### config.mk
export PLATFORM = sky130hd
export DESIGN_NAME = uart_tx_cfg
export DESIGN_NICKNAME = d
export VERILOG_FILES = /design/src/rtl/definitions_pkg.sv /design/src/rtl/uart_tx_cfg.sv
export SDC_FILE = /design/constraint.sdc
export NUM_CORES = 1
export LEC_CHECK = 0
export BUFFER_PORTS_ARGS = -buffer_cell sky130_fd_sc_hd__buf_2
export CAP_MARGIN = 20
export CORE_MARGIN = 5
export CORE_UTILIZATION = 50
export CTS_BUF_LIST = sky130_fd_sc_hd__clkbuf_16
export CTS_CLUSTER_DIAMETER = 100
export DETAILED_ROUTE_END_ITERATION = 10
export GPL_TIMING_DRIVEN = 0
export PLACE_DENSITY_LB_ADDON = 0.12
export RECOVER_POWER = 50
export SLEW_MARGIN = 20
export SYNTH_ARGS = -nofsm -noshare
export SYNTH_HDL_FRONTEND = slang
export SYNTH_SLANG_ARGS = --single-unit
### constraint.sdc
create_clock -name clk -period 2.42 [get_ports clk]
set_input_delay 0.605 -clock clk [delete_from_list [all_inputs] [get_ports clk]]
set_output_delay 0.605 -clock clk [all_outputs]
set_load 0.005 [all_outputs]
### src/rtl/definitions_pkg.sv
// Shared UART definitions: oversampling ratio and the frame parity selection.
package definitions_pkg;

  localparam int OVERSAMPLE = 16;

  typedef enum logic [1:0] {
    PAR_NONE = 2'b00,
    PAR_EVEN = 2'b01,
    PAR_ODD  = 2'b10,
    PAR_RSVD = 2'b11
  } parity_t;

endpackage

### src/rtl/uart_tx_cfg.sv
// Configurable UART transmitter: DATA_W data bits LSB-first, optional even/odd
// parity, one or two stop bits, bit timing from a shared oversampling tick.
module uart_tx_cfg
  import definitions_pkg::*;
#(
  parameter int DATA_W = 8,
  parameter int OS     = OVERSAMPLE
) (
  input  logic              clk,
  input  logic              rstN,
  input  logic              s_tick,
  input  logic [DATA_W-1:0] din,
  input  logic              tx_start,
  input  logic [1:0]        parity_mode,
  input  logic              stop2,
  output logic              tx,
  output logic              tx_ready,
  output logic              tx_busy,
  output logic              tx_done
);

  localparam int SW = $clog2(2 * OS);
  localparam int NW = $clog2(DATA_W);

  localparam logic [SW-1:0] S_LAST1 = SW'(OS - 1);
  localparam logic [SW-1:0] S_LAST2 = SW'(2 * OS - 1);
  localparam logic [NW-1:0] N_LAST  = NW'(DATA_W - 1);

  typedef enum logic [2:0] {
    ST_IDLE   = 3'd0,
    ST_START  = 3'd1,
    ST_DATA   = 3'd2,
    ST_PARITY = 3'd3,
    ST_STOP   = 3'd4
  } state_t;

  state_t            state_q, state_d;
  logic [SW-1:0]     s_q, s_d;
  logic [NW-1:0]     n_q, n_d;
  logic [DATA_W-1:0] shift_q, shift_d;
  logic [DATA_W-1:0] data_q, data_d;
  parity_t           par_q, par_d;
  logic              stop2_q, stop2_d;
  logic              tx_q, tx_d;
  logic              done_s;
  logic              par_on_s;
  logic [SW-1:0]     stop_last_s;

  function automatic logic parity_bit(input logic [DATA_W-1:0] d, input parity_t m);
    logic p;
    case (m)
      PAR_ODD: p = ~^d;
      default: p = ^d;
    endcase
    return p;
  endfunction

  assign par_on_s    = (par_q == PAR_EVEN) || (par_q == PAR_ODD);
  assign stop_last_s = stop2_q ? S_LAST2 : S_LAST1;

  // Next-state, counters and the line level for the following cycle.
  // tx_d follows the current state, so the line lags the state by one clk.
  always_comb begin
    state_d = state_q;
    s_d     = s_q;
    n_d     = n_q;
    shift_d = shift_q;
    data_d  = data_q;
    par_d   = par_q;
    stop2_d = stop2_q;
    tx_d    = 1'b1;
    done_s  = 1'b0;
    case (state_q)
      ST_IDLE: begin
        tx_d = 1'b1;
        if (tx_start) begin
          state_d = ST_START;
          s_d     = '0;
          n_d     = '0;
          shift_d = din;
          data_d  = din;
          par_d   = parity_t'(parity_mode);
          stop2_d = stop2;
        end else begin
          state_d = ST_IDLE;
        end
      end
      ST_START: begin
        tx_d = 1'b0;
        if (s_tick) begin
          if (s_q == S_LAST1) begin
            s_d     = '0;
            n_d     = '0;
            state_d = ST_DATA;
          end else begin
            s_d = s_q + SW'(1);
          end
        end else begin
          s_d = s_q;
        end
      end
      ST_DATA: begin
        tx_d = shift_q[0];
        if (s_tick) begin
          if (s_q == S_LAST1) begin
            s_d     = '0;
            shift_d = shift_q >> 1;
            if (n_q == N_LAST) begin
              state_d = par_on_s ? ST_PARITY : ST_STOP;
            end else begin
              n_d = n_q + NW'(1);
            end
          end else begin
            s_d = s_q + SW'(1);
          end
        end else begin
          s_d = s_q;
        end
      end
      ST_PARITY: begin
        tx_d = parity_bit(data_q, par_q);
        if (s_tick) begin
          if (s_q == S_LAST1) begin
            s_d     = '0;
            state_d = ST_STOP;
          end else begin
            s_d = s_q + SW'(1);
          end
        end else begin
          s_d = s_q;
        end
      end
      ST_STOP: begin
        tx_d = 1'b1;
        if (s_tick) begin
          if (s_q == stop_last_s) begin
            s_d     = '0;
            done_s  = 1'b1;
            state_d = ST_IDLE;
          end else begin
            s_d = s_q + SW'(1);
          end
        end else begin
          s_d = s_q;
        end
      end
      default: begin
        tx_d    = 1'b1;
        s_d     = '0;
        state_d = ST_IDLE;
      end
    endcase
  end

  // State and datapath registers; reset returns the line to idle-high at once.
  always_ff @(posedge clk or negedge rstN) begin
    if (!rstN) begin
      state_q <= ST_IDLE;
      s_q     <= '0;
      n_q     <= '0;
      shift_q <= '0;
      data_q  <= '0;
      par_q   <= PAR_NONE;
      stop2_q <= 1'b0;
      tx_q    <= 1'b1;
    end else begin
      state_q <= state_d;
      s_q     <= s_d;
      n_q     <= n_d;
      shift_q <= shift_d;
      data_q  <= data_d;
      par_q   <= par_d;
      stop2_q <= stop2_d;
      tx_q    <= tx_d;
    end
  end

  assign tx       = tx_q;
  assign tx_ready = (state_q == ST_IDLE);
  assign tx_busy  = ~tx_ready;
  assign tx_done  = done_s;

endmodule

# Word level (Yosys, flattened, before mapping)
# Cells that the tools add are included.
# W data, S select, Z words.
[op_classes] n_reduce_logical=12 n_bitwise=1 muxes=35 div_mod_pow=0 mul=0 order_cmp=0 n_eq_ne=21 shifts=0 n_addsub=2
[ops] op="$mux W3" count=16
[ops] op="$mux W5" count=6
[ops] op="$mux W8" count=3
[ops] op="$ne A2 B2 Y1 const B" count=11
[ops] op="$pmux W8 S2" count=1
[ops] op="$pmux W3 S5" count=1
[ops] op="$pmux W5 S3" count=1
[ops] op="$pmux W3 S3" count=1
[ops] op="$reduce_and A9 Y1" count=1
[ops] op="$reduce_xnor A8 Y1" count=1
[ops] op="$reduce_xor A8 Y1" count=1
[ops] op="$reduce_and A7 Y1" count=1
[ops] op="$eq A3 B2 Y1 const B" count=2
[ops] op="$eq A3 B3 Y1 const B" count=2
[ops] op="$add A5 B1 Y5 const B" count=1
[ops] op="$eq A5 B4 Y1 const B" count=1
[ops] op="$eq A5 B5 Y1" count=1
[ops] op="$mux W1" count=5
[ops] op="$reduce_and A4 Y1" count=1
[ops] op="$add A3 B1 Y3 const B" count=1
[ops] op="$eq A3 B1 Y1 const B" count=1
[ops] op="$logic_not A3 Y1" count=1
[ops] op="$pmux W1 S3" count=1
[ops] op="$reduce_and A3 Y1" count=1
[ops] op="9 further kinds" count=9
[word_totals] ff_bits=31 wordCells=79 output_inout_bits=4 in_bits=15 memories=0 rom_bits=0 latch_bits=0 ramBits=0

# Longest topological paths before layout
# Gate-level depths: netlist of the first run.
[depth] depth_word=7 ltp_mapped=9 depth_no_buf=9

# Least setup slack after synthesis of the first run
# No wires, ideal clock.
[synth_path] kind="register -> register" start="register s_q[0]" end="register state_q[2]" t_required_ns=2.292 setup_ns=0.128 synth_period_minus_slack_ns=1.905 setup_slack_ns=0.515 path_buffers=0 arrival_time_ns=1.777 path_stages_with_launch=8 path_cell_list="dfrtp_1 > ha_1 > nand3_1 > clkinv_1 > ha_1 > o22a_1 > o21ai_1 > mux2_1"
[synth_between] elab_chain_cells=3 elab_cells_between_ends=7 classes_between="6 x eq/ne; 1 x reduce/logical"
[synth_lines] item="start, declared" line="uart_tx_cfg.sv:38" rtl="logic [SW-1:0] s_q, s_d;"
[synth_lines] item="start signal, assigned" line="uart_tx_cfg.sv:159" rtl="s_q <= '0;"
[synth_lines] item="start signal, assigned" line="uart_tx_cfg.sv:168" rtl="s_q <= s_d;"
[synth_lines] item="$eq A5 B5 Y1 or $eq A5 B4 Y1 (tied branches)"
[synth_lines] item="$ne A2 B2 Y1 (no source line)"
[synth_lines] item="$reduce_and A9 Y1 (no source line) *"
[synth_lines] item="end signal, assigned" line="uart_tx_cfg.sv:167" rtl="state_q <= state_d;"
[synth_lines] item="end, declared" line="uart_tx_cfg.sv:37" rtl="state_t state_q, state_d;"
# Every way passes the cells marked *; elsewhere a longest branch is shown, timed or not.
# A chain may end at the register's enable or synchronous reset.

# Worst setup path after layout of the first run
[layout_path] start="register state_q[2]" end="output tx_ready"
[layout_between] elab_chain_cells=1
[layout_lines] item="$logic_not A3 Y1" line="uart_tx_cfg.sv:179" rtl="assign tx_ready = (state_q == ST_IDLE);"
[layout_lines] item="end, declared" line="uart_tx_cfg.sv:17" rtl="output logic tx_ready,"
# Every way passes these cells.

==> results of run 1 <==
[report_power, final]
part | switching, mW | internal, mW
sequential | 0.122 | 0.733
clock | 0.202 | 0.370
combinational | 0.583 | 0.611
[layout make-up]
class	instances	area (µm²)
flip-flops and latches	31	777
repair buffers	18	87.6
well taps	46	57.6
inverters	10	37.5
plain buffers	8	51.3
clock inverters	3	12.5
clock buffers	5	125
fillers	304	1330
multi-input cells	119	860
[synth_stat cells, drive strengths merged (2+ instances only)]
cell	instances	share of area, %
dfrtp	30	43
nand2	17	3.7
o21ai	14	4.3
a21oi	13	3.8
mux2	13	8.5
nor2	12	2.7
inv	9	2.0
buf	7	2.7
mux2i	7	4.1
xnor2	7	3.5
ha	6	4.3
nand2b	4	1.4
nor3b	4	2.7
nand3	3	0.87
nand3b	2	0.87
nor3	2	0.87
xor2	2	1.0
[layout by cell type, fill, tap and decap left out, types with 2 or more instances in the layout]
| cell | n |
|---|---|
| mux2_2 | 9 |
| buf_4 | 5 |
| dfrtp_1 | 30 |
| a21oi_1 | 13 |
| nor3b_1 | 2 |
| buf_2 | 18 |
| nand3b_1 | 2 |
| nor2_1 | 11 |
| clkbuf_16 | 5 |
| ha_1 | 6 |
| o21ai_0 | 5 |
| inv_1 | 10 |
| mux2_1 | 4 |
| nand2b_1 | 4 |
| o21ai_1 | 9 |
| mux2i_1 | 7 |
| xor2_1 | 2 |
| nand3_1 | 3 |
| clkbuf_1 | 3 |
| nand2_1 | 17 |
| xnor2_1 | 7 |
[path summary, 6_finish.rpt]
| kind | from | to | depth (start not counted) |
|---|---|---|---|
| worst max-delay path | state_q[2] | tx_ready | 4 |
| worst min-delay path | n_q[2] | n_q[2] | 2 |
| worst max register to register | s_q[0] | state_q[2] | 7 |
| worst min register to register | n_q[2] | n_q[2] | 2 |
| max in group asynchronous | rstN | shift_q[0] | 1 |
| min in group asynchronous | rstN | shift_q[5] | 1 |
[metrics by stage]
| step | utilization (%) | instances | power [mW] | hold slack [ps] |
|---|---|---|---|---|
| 4_1_cts | 60.4 | 240 | 2.66 | 403 |
| 3_5_place_dp | 56.2 | 232 | 2.07 | 486 |
| 5_1_grt | 60.2 | 240 | 2.83 | 518 |
| 2_1_floorplan | - | 168 | 1.82 | 309 |
| 6_report | 60.2 | 240 | 2.62 | 493 |
| 3_3_place_gp | 56.2 | 232 | 2.02 | 469 |
[cells by family (layout without fill, tap and decap cells)]
group           after synthesis  after routing
fa+ha+maj                     6              6
buf+inv                      18             44
compound gates               36             36
mux                          20             20
simple gates                 47             47
flops                        31             31
xor+xnor                     10             10
[worst min-delay path, stage by stage, from the launching register on]
cell and delay (ps):
dfrtp_1 340, nand2_1 50, o21ai_1 60
[sequential cells by signal, summed over array words and instances, names as in the netlist]
name	flops
state_q	3
shift_q	8
s_q	5
data_q	8
tx	1
stop2_q	1
n_q	3
par_q	2
[routing by layer]
layer / global-route usage (%) / vias up / wire (µm)
met3: 5.02 / 4 / 123
li1: - / 629 / -
met1: 20.2 / 591 / 1570
met4: 6.57 / 0 / 35
met5: 0 / - / 0
met2: 28.8 / 20 / 1600
==> summary.txt, run 1 <==
core box area -> 3340 µm²
final setup vio count -> 0
Post-layout nets -> 214
Setup TNS Final -> 0 ps
TritonCTS clock tree -> yes
TritonRoute pass-1 iters -> 5
Die ar. -> 4730 µm²
flops & latches, synth -> 31
initial antenna violation count -> 0
DP Area -> 1880 µm²
Setup Buffers After CTS -> 0
WL/cell -> 13.8 µm
routed via count -> 1,244
RSZ-0062 raised after global routing -> false
CP top delay family -> flip-flops
Simple-Gate Fraction of Synth Area -> 14.5%
final wirelength -> 3.32 mm
cts bufs inserted -> 5
mux cell area share after synthesis -> 12.5%
clock root buffer -> clkbuf_16
Synth Cell Area -> 1730 µm²
peak supply drop -> 0.000670 V
Startpoint Class -> register
failing checks -> max-capacitance violations, max-slew violations
reg2reg setup slack -> 300 ps
first-pass GRT wire length -> 5.81 mm
Die Ht -> 68.8 µm
cts hold-fix bufs -> 0
Req. time, crit path -> 1810 ps
power density cells -> 1310 nW/µm²
crit path max-delay cell type -> dfrtp_1
Die W -> 68.8 µm
number of routed nets with antenna violations -> 0
Post-Route Skew -> 5.08 ps
final max-slew violation count -> 32
CP peak stage delay -> 460 ps
global route overflow -> 0
Post-Synthesis Cells -> 168
P&R area growth vs syn -> 16.1%
ys async rst share -> 100%
boundary pin count -> 19
vias in the first global route -> 1,306
CTS resizes -> 0
endpoint class of the critical path -> primary output
yosys warns -> 0
max frequency -> 462 MHz
CP cell instances -> clkbuf_1 > or3_1 > inv_1 > buf_2
final worst slack -> 254 ps
H-tree depth -> 2
Max Buffers Root-to-Sink -> 2
leading register cell type out of synthesis -> dfrtp_1
Final min period -> 2170 ps
gr usage total -> 17.0%
maxcap violations -> 1
largest net degree at the start of global routing -> 32
post-synthesis xor/xnor area fraction -> 5.86%
Final Cycle Share -> 89.5%
Worst-Margin Slew -> 1680 ps
initial core utilization -> 51.8%
gp weighted congestion -> 0.839
port bufs -> 18
sequential fraction of the synthesis area -> 44.9%
Min-Delay Path Class -> register to register
post-synthesis compound-gate area fraction -> 12.7%
initial drt markers -> 55
CP max FO -> 10
cell leakage power -> 0.890 nW
Post-synth EDFFs -> 0
DRC viols -> 0
clock sinks -> 31
post-route cell area -> 2010 µm²
worst slack, placed -> 318 ps
Post-Synth Adder-Cell Area -> 4.34%
Cell variety after synth -> 42
CP Class -> register to primary output
Worst-Skew Late Latency -> 270 ps
ANT cells -> 0
largest family of logic cells by synthesized area -> simple AND/OR/NAND/NOR gates
Avg Cell Area, Syn -> 10.3 µm²
via/cell ratio -> 5.18
Fin. Hold Viols -> 0
clock transition at the registers of the reported paths -> 50 ps
status -> complete, but fails checks
syn_nets -> 189
share of layout cells above drive strength 1 -> 23.7%
Post-DP HPWL -> 2.43 mm
relative slew slack -> -12.0%
worst path bufs/invs -> 3
# rows -> 21
crit path DAT -> 1560 ps
(Power assumes the default switching activity.)
==> inputs of run 2 (changes only) <==
Settings changed: CORE_MARGIN 5 to 2, SLEW_MARGIN 20 to default.
==> run 2 against run 1 <==
Against the previous run:
- the flow still finishes with violations (max-capacitance violations, max-slew violations)
- flip-flop and latch count unchanged
- global-route usage is 1.3 points higher
- via count increased by 2.6%
- combinational power about the same
- sequential share of layout area down 0.17 points
- register-to-register slack better by 20 ps
- critical path depth stayed put
- clock power grew 3%
- die area down 17%
- routed wire length is 4.9% lower
- critical path type unchanged
==> summary.txt, run 2 (synthesized netlist as in run 1, its figures left out) <==
status -> complete, but fails checks
failing checks -> max-capacitance violations, max-slew violations
crit path DAT -> 1540 ps
clock transition at the registers of the reported paths -> 50 ps
vias in the first global route -> 1,284
Final Core Density -> 60.4%
CP Class -> register to primary output
dpl cells -> 232
Die ar. -> 3940 µm²
routed via count -> 1,276
Post-DP HPWL -> 2.32 mm
final wirelength -> 3.16 mm
Worst-Margin Slew -> 1640 ps
final setup vio count -> 0
Setup TNS Final -> 0 ps
first-pass GRT wire length -> 5.73 mm
largest net degree at the start of global routing -> 32
worst path bufs/invs -> 3
Worst-Skew Late Latency -> 270 ps
worst reg2reg path depth -> 7
Min-Delay Path Class -> register to register
P&R area growth vs syn -> 16.6%
Post-Route Skew -> 2.45 ps
Startpoint Class -> register
H-tree depth -> 2
power density cells -> 1310 nW/µm²
Die Ht -> 62.8 µm
most common cell after layout, fill and taps aside -> dfrtp_1
DP Area -> 1880 µm²
endpoint class of the critical path -> primary output
worst hold start -> n_q[0]
CP cell instances -> clkbuf_1 > or3_1 > inv_1 > buf_2
Req. time, crit path -> 1810 ps
relative slew slack -> -9.43%
Max Buffers Root-to-Sink -> 2
initial antenna violation count -> 0
initial core utilization -> 51.8%
port bufs -> 18
post-route cell area -> 2020 µm²
CP max FO -> 10
Reg2Reg Launch Point -> s_q[0]
Final Cycle Share -> 88.7%
Hold Path Depth -> 1
DRC viols -> 0
final max-slew violation count -> 32
Fin. Hold Viols -> 0
final worst slack -> 273 ps
Worst path depth -> 4
Final min period -> 2150 ps
Worst Setup SP -> state_q[2]
cts hold-fix bufs -> 0
boundary pin count -> 19
WL/cell -> 13.2 µm
maxcap violations -> 1
TritonRoute pass-1 iters -> 6
CP peak stage delay -> 460 ps
global route overflow -> 0
initial drt markers -> 38
ANT cells -> 0
CTS resizes -> 0
core box area -> 3340 µm²
gr usage total -> 18.3%
cts bufs inserted -> 5
share of layout cells above drive strength 1 -> 25.3%
TritonCTS clock tree -> yes
clock sinks -> 31
Post-Layout Cell Count -> 240
# rows -> 21
CP top delay family -> flip-flops
Setup Buffers After CTS -> 0
most frequent cells in the layout -> 30 x dfrtp_1, 19 x buf_2, 17 x nand2_1
Die W -> 62.8 µm
number of routed nets with antenna violations -> 0
cell leakage power -> 0.888 nW
max frequency -> 466 MHz
worst slack, placed -> 330 ps
RSZ-0062 raised after global routing -> false
Post-layout nets -> 214
crit path max-delay cell type -> dfrtp_1
via/cell ratio -> 5.32
clock root buffer -> clkbuf_16
gp weighted congestion -> 0.776
Largest regs -> data_q x8, shift_q x8, s_q x5
peak supply drop -> 0.000803 V
## run 2: changes by cell type in the layout (fill, tap and decap cells not counted)
cell,before,now
o21ai_2,0,1
buf_2,18,19
clkinvlp_4,0,1
clkbuf_1,3,2
inv_1,10,9
o21ai_0,5,4
## run 2: final timing paths
| path | to | slack (ps) |
|---|---|---|
| setup / recovery | tx_ready | 270 |
| hold / removal | n_q[0] | 490 |
| setup reg to reg | state_q[1] | 320 |
| hold reg to reg | n_q[0] | 490 |
| max in group asynchronous | shift_q[4] | 720 |
| min in group asynchronous | s_q[2] | 750 |
## run 2: through the flow
| stage | power, mW | hold WS [ps] |
|---|---|---|
| after floorplan | 1.82 | 309 |
| after global placement | 2.02 | 466 |
| after detailed placement | 2.06 | 485 |
| after CTS | 2.66 | 406 |
| after global routing | 2.85 | 523 |
| final | 2.64 | 490 |
## run 2: cell type report
cell class,instances,area (µm²)
Clock inverter,3,16.3
Multi-Input combinational cell,119,863
Timing Repair Buffer,18,88.8
Clock buffer,5,125
Fill cell,296,1320
Buffer,8,51.3
Tap cell,46,57.6
Inverter,10,37.5
Sequential cell,31,777
## run 2: report_power, final
part           switching (mW)  internal [mW]  leakage [nW]
logic                   0.580          0.614         0.438
clock network           0.214          0.374        0.0710
registers               0.123          0.733         0.379
total                   0.916           1.72         0.888
## run 2: routing by layer
| layer | up-vias | global-route usage [%] | share of wire, % |
|---|---|---|---|
| met2 | 26 | 30.9 | 49 |
| met3 | 5 | 4.86 | 3.3 |
| met5 | - | 0 | 0 |
| met4 | 0 | 5.83 | 1.1 |
| li1 | 630 | - | - |
| met1 | 615 | 22.9 | 47 |
==> inputs of run 3 (changes only) <==
Settings changed: BUFFER_PORTS_ARGS -buffer_cell sky130_fd_sc_hd__buf_2 to -buffer_cell sky130_fd_sc_hd__buf_4, TNS_END_PERCENT from default to 10.
==> run 3 against run 2 <==
Against the previous run:
- the run still ends with max-capacitance violations, max-slew violations left
- global-route usage increased by 0.19 points
- first-iteration DRC count increased by 76%
- critical path depth unchanged
- clock skew increased by 1.2 ps
- sequential share of layout area decreased by 1.2 points
- setup slack got worse by 22 ps
- utilization increased by 1.9 points
- flip-flop and latch count unchanged
- cell count unchanged
==> summary.txt, run 3 (synthesized netlist as in run 1, its figures left out) <==
status -> complete, but fails checks
failing checks -> max-capacitance violations, max-slew violations
gp weighted congestion -> 0.787
via/cell ratio -> 5.23
TritonCTS clock tree -> yes
P&R area growth vs syn -> 20.3%
clock transition at the registers of the reported paths -> 50 ps
cell leakage power -> 0.918 nW
worst slack, placed -> 339 ps
port bufs -> 18
most frequent cells in the layout -> 30 x dfrtp_1, 21 x buf_4, 17 x nand2_1
worst hold start -> n_q[0]
peak supply drop -> 0.000717 V
largest net degree at the start of global routing -> 32
Post-layout nets -> 214
relative slew slack -> -13.3%
routed via count -> 1,255
cts bufs inserted -> 5
worst reg2reg path depth -> 7
cts hold-fix bufs -> 0
# rows -> 21
initial antenna violation count -> 0
reg2reg setup slack -> 330 ps
initial drt markers -> 67
RSZ-0062 raised after global routing -> false
most common cell after layout, fill and taps aside -> dfrtp_1
final wirelength -> 3.28 mm
vias in the first global route -> 1,222
Req. time, crit path -> 1810 ps
H-tree depth -> 2
Fin. Hold Viols -> 0
Worst-Margin Slew -> 1700 ps
WL/cell -> 13.7 µm
DRC viols -> 0
dpl cells -> 232
final setup vio count -> 0
Hold Path Depth -> 1
power density cells -> 1320 nW/µm²
Setup Buffers After CTS -> 0
number of routed nets with antenna violations -> 0
global route overflow -> 0
CTS resizes -> 0
Final min period -> 2170 ps
core box area -> 3340 µm²
final hold slack -> 490 ps
Min-Delay Path Class -> register to register
share of layout cells above drive strength 1 -> 24.7%
clock root buffer -> clkbuf_16
first-pass GRT wire length -> 5.59 mm
final max-slew violation count -> 32
endpoint class of the critical path -> primary output
Reg2Reg Launch Point -> s_q[0]
Post-DP HPWL -> 2.35 mm
Post-Route Skew -> 3.69 ps
clock sinks -> 31
final worst slack -> 251 ps
max frequency -> 461 MHz
Final Cycle Share -> 89.6%
Startpoint Class -> register
gr usage total -> 18.5%
Setup TNS Final -> 0 ps
initial core utilization -> 51.8%
maxcap violations -> 1
TritonRoute pass-1 iters -> 4
CP max FO -> 10
CP Class -> register to primary output
Die ar. -> 3940 µm²
Min-Delay Endpoint -> n_q[0]
Die Ht -> 62.8 µm
Max Buffers Root-to-Sink -> 2
crit path DAT -> 1560 ps
boundary pin count -> 19
Die W -> 62.8 µm
ANT cells -> 0
Worst-Skew Late Latency -> 270 ps
worst reg2reg endpoint -> state_q[2]
Post-Layout Cell Count -> 240
Largest regs -> data_q x8, shift_q x8, s_q x5
run 3: stage by stage:
stage	power, mW	utilization [%]	instance area, µm²
4_1_cts	2.79	62.5	2080
6_report	2.76	62.4	2080
3_3_place_gp	2.04	57.6	1920
3_5_place_dp	2.09	57.6	1920
2_1_floorplan	1.82	-	1730
5_1_grt	2.97	62.4	2080
run 3: worst max-delay path, cell delays in order (launching register included):
cell	delay, ps
dfrtp_1	450
clkbuf_1	250
or3_1	430
inv_1	60
buf_4	100
run 3: worst max path at each step:
stage                    start    endpoint  slack [ps]  cells after the start
floorplan               s_q[0]  state_q[2]         520                      7
global placement        s_q[0]  state_q[1]         330                      7
detailed placement      s_q[0]  state_q[1]         340                      7
CTS                 state_q[2]    tx_ready         240                      4
global route        state_q[2]    tx_ready         150                      4
finish              state_q[2]    tx_ready         250                      4
run 3: cell type report:
type                    instances  area [µm²]
fillers                       288        1260
multi-input cells             119         863
flip-flops and latches         31         777
repair buffers                 18         131
clock buffers                   5         125
well taps                      46        57.6
plain buffers                   8        51.3
clock inverters                 3        37.5
inverters                      10        37.5
run 3: where the power goes:
group          switching, mW  leakage (nW)  internal [mW]
combinational          0.575         0.453          0.634
clock                  0.213        0.0864          0.477
sequential             0.125         0.379          0.733
run 3: layer usage:
layer / vias up / routed length [µm] / global-route usage [%] / part of all wire, %
li1: 627 / - / - / -
met1: 603 / 1520 / 22.6 / 46
met2: 19 / 1590 / 31.2 / 48
met3: 6 / 111 / 4.86 / 3.4
met4: 0 / 61 / 7.50 / 1.9
met5: - / 0 / 0 / 0
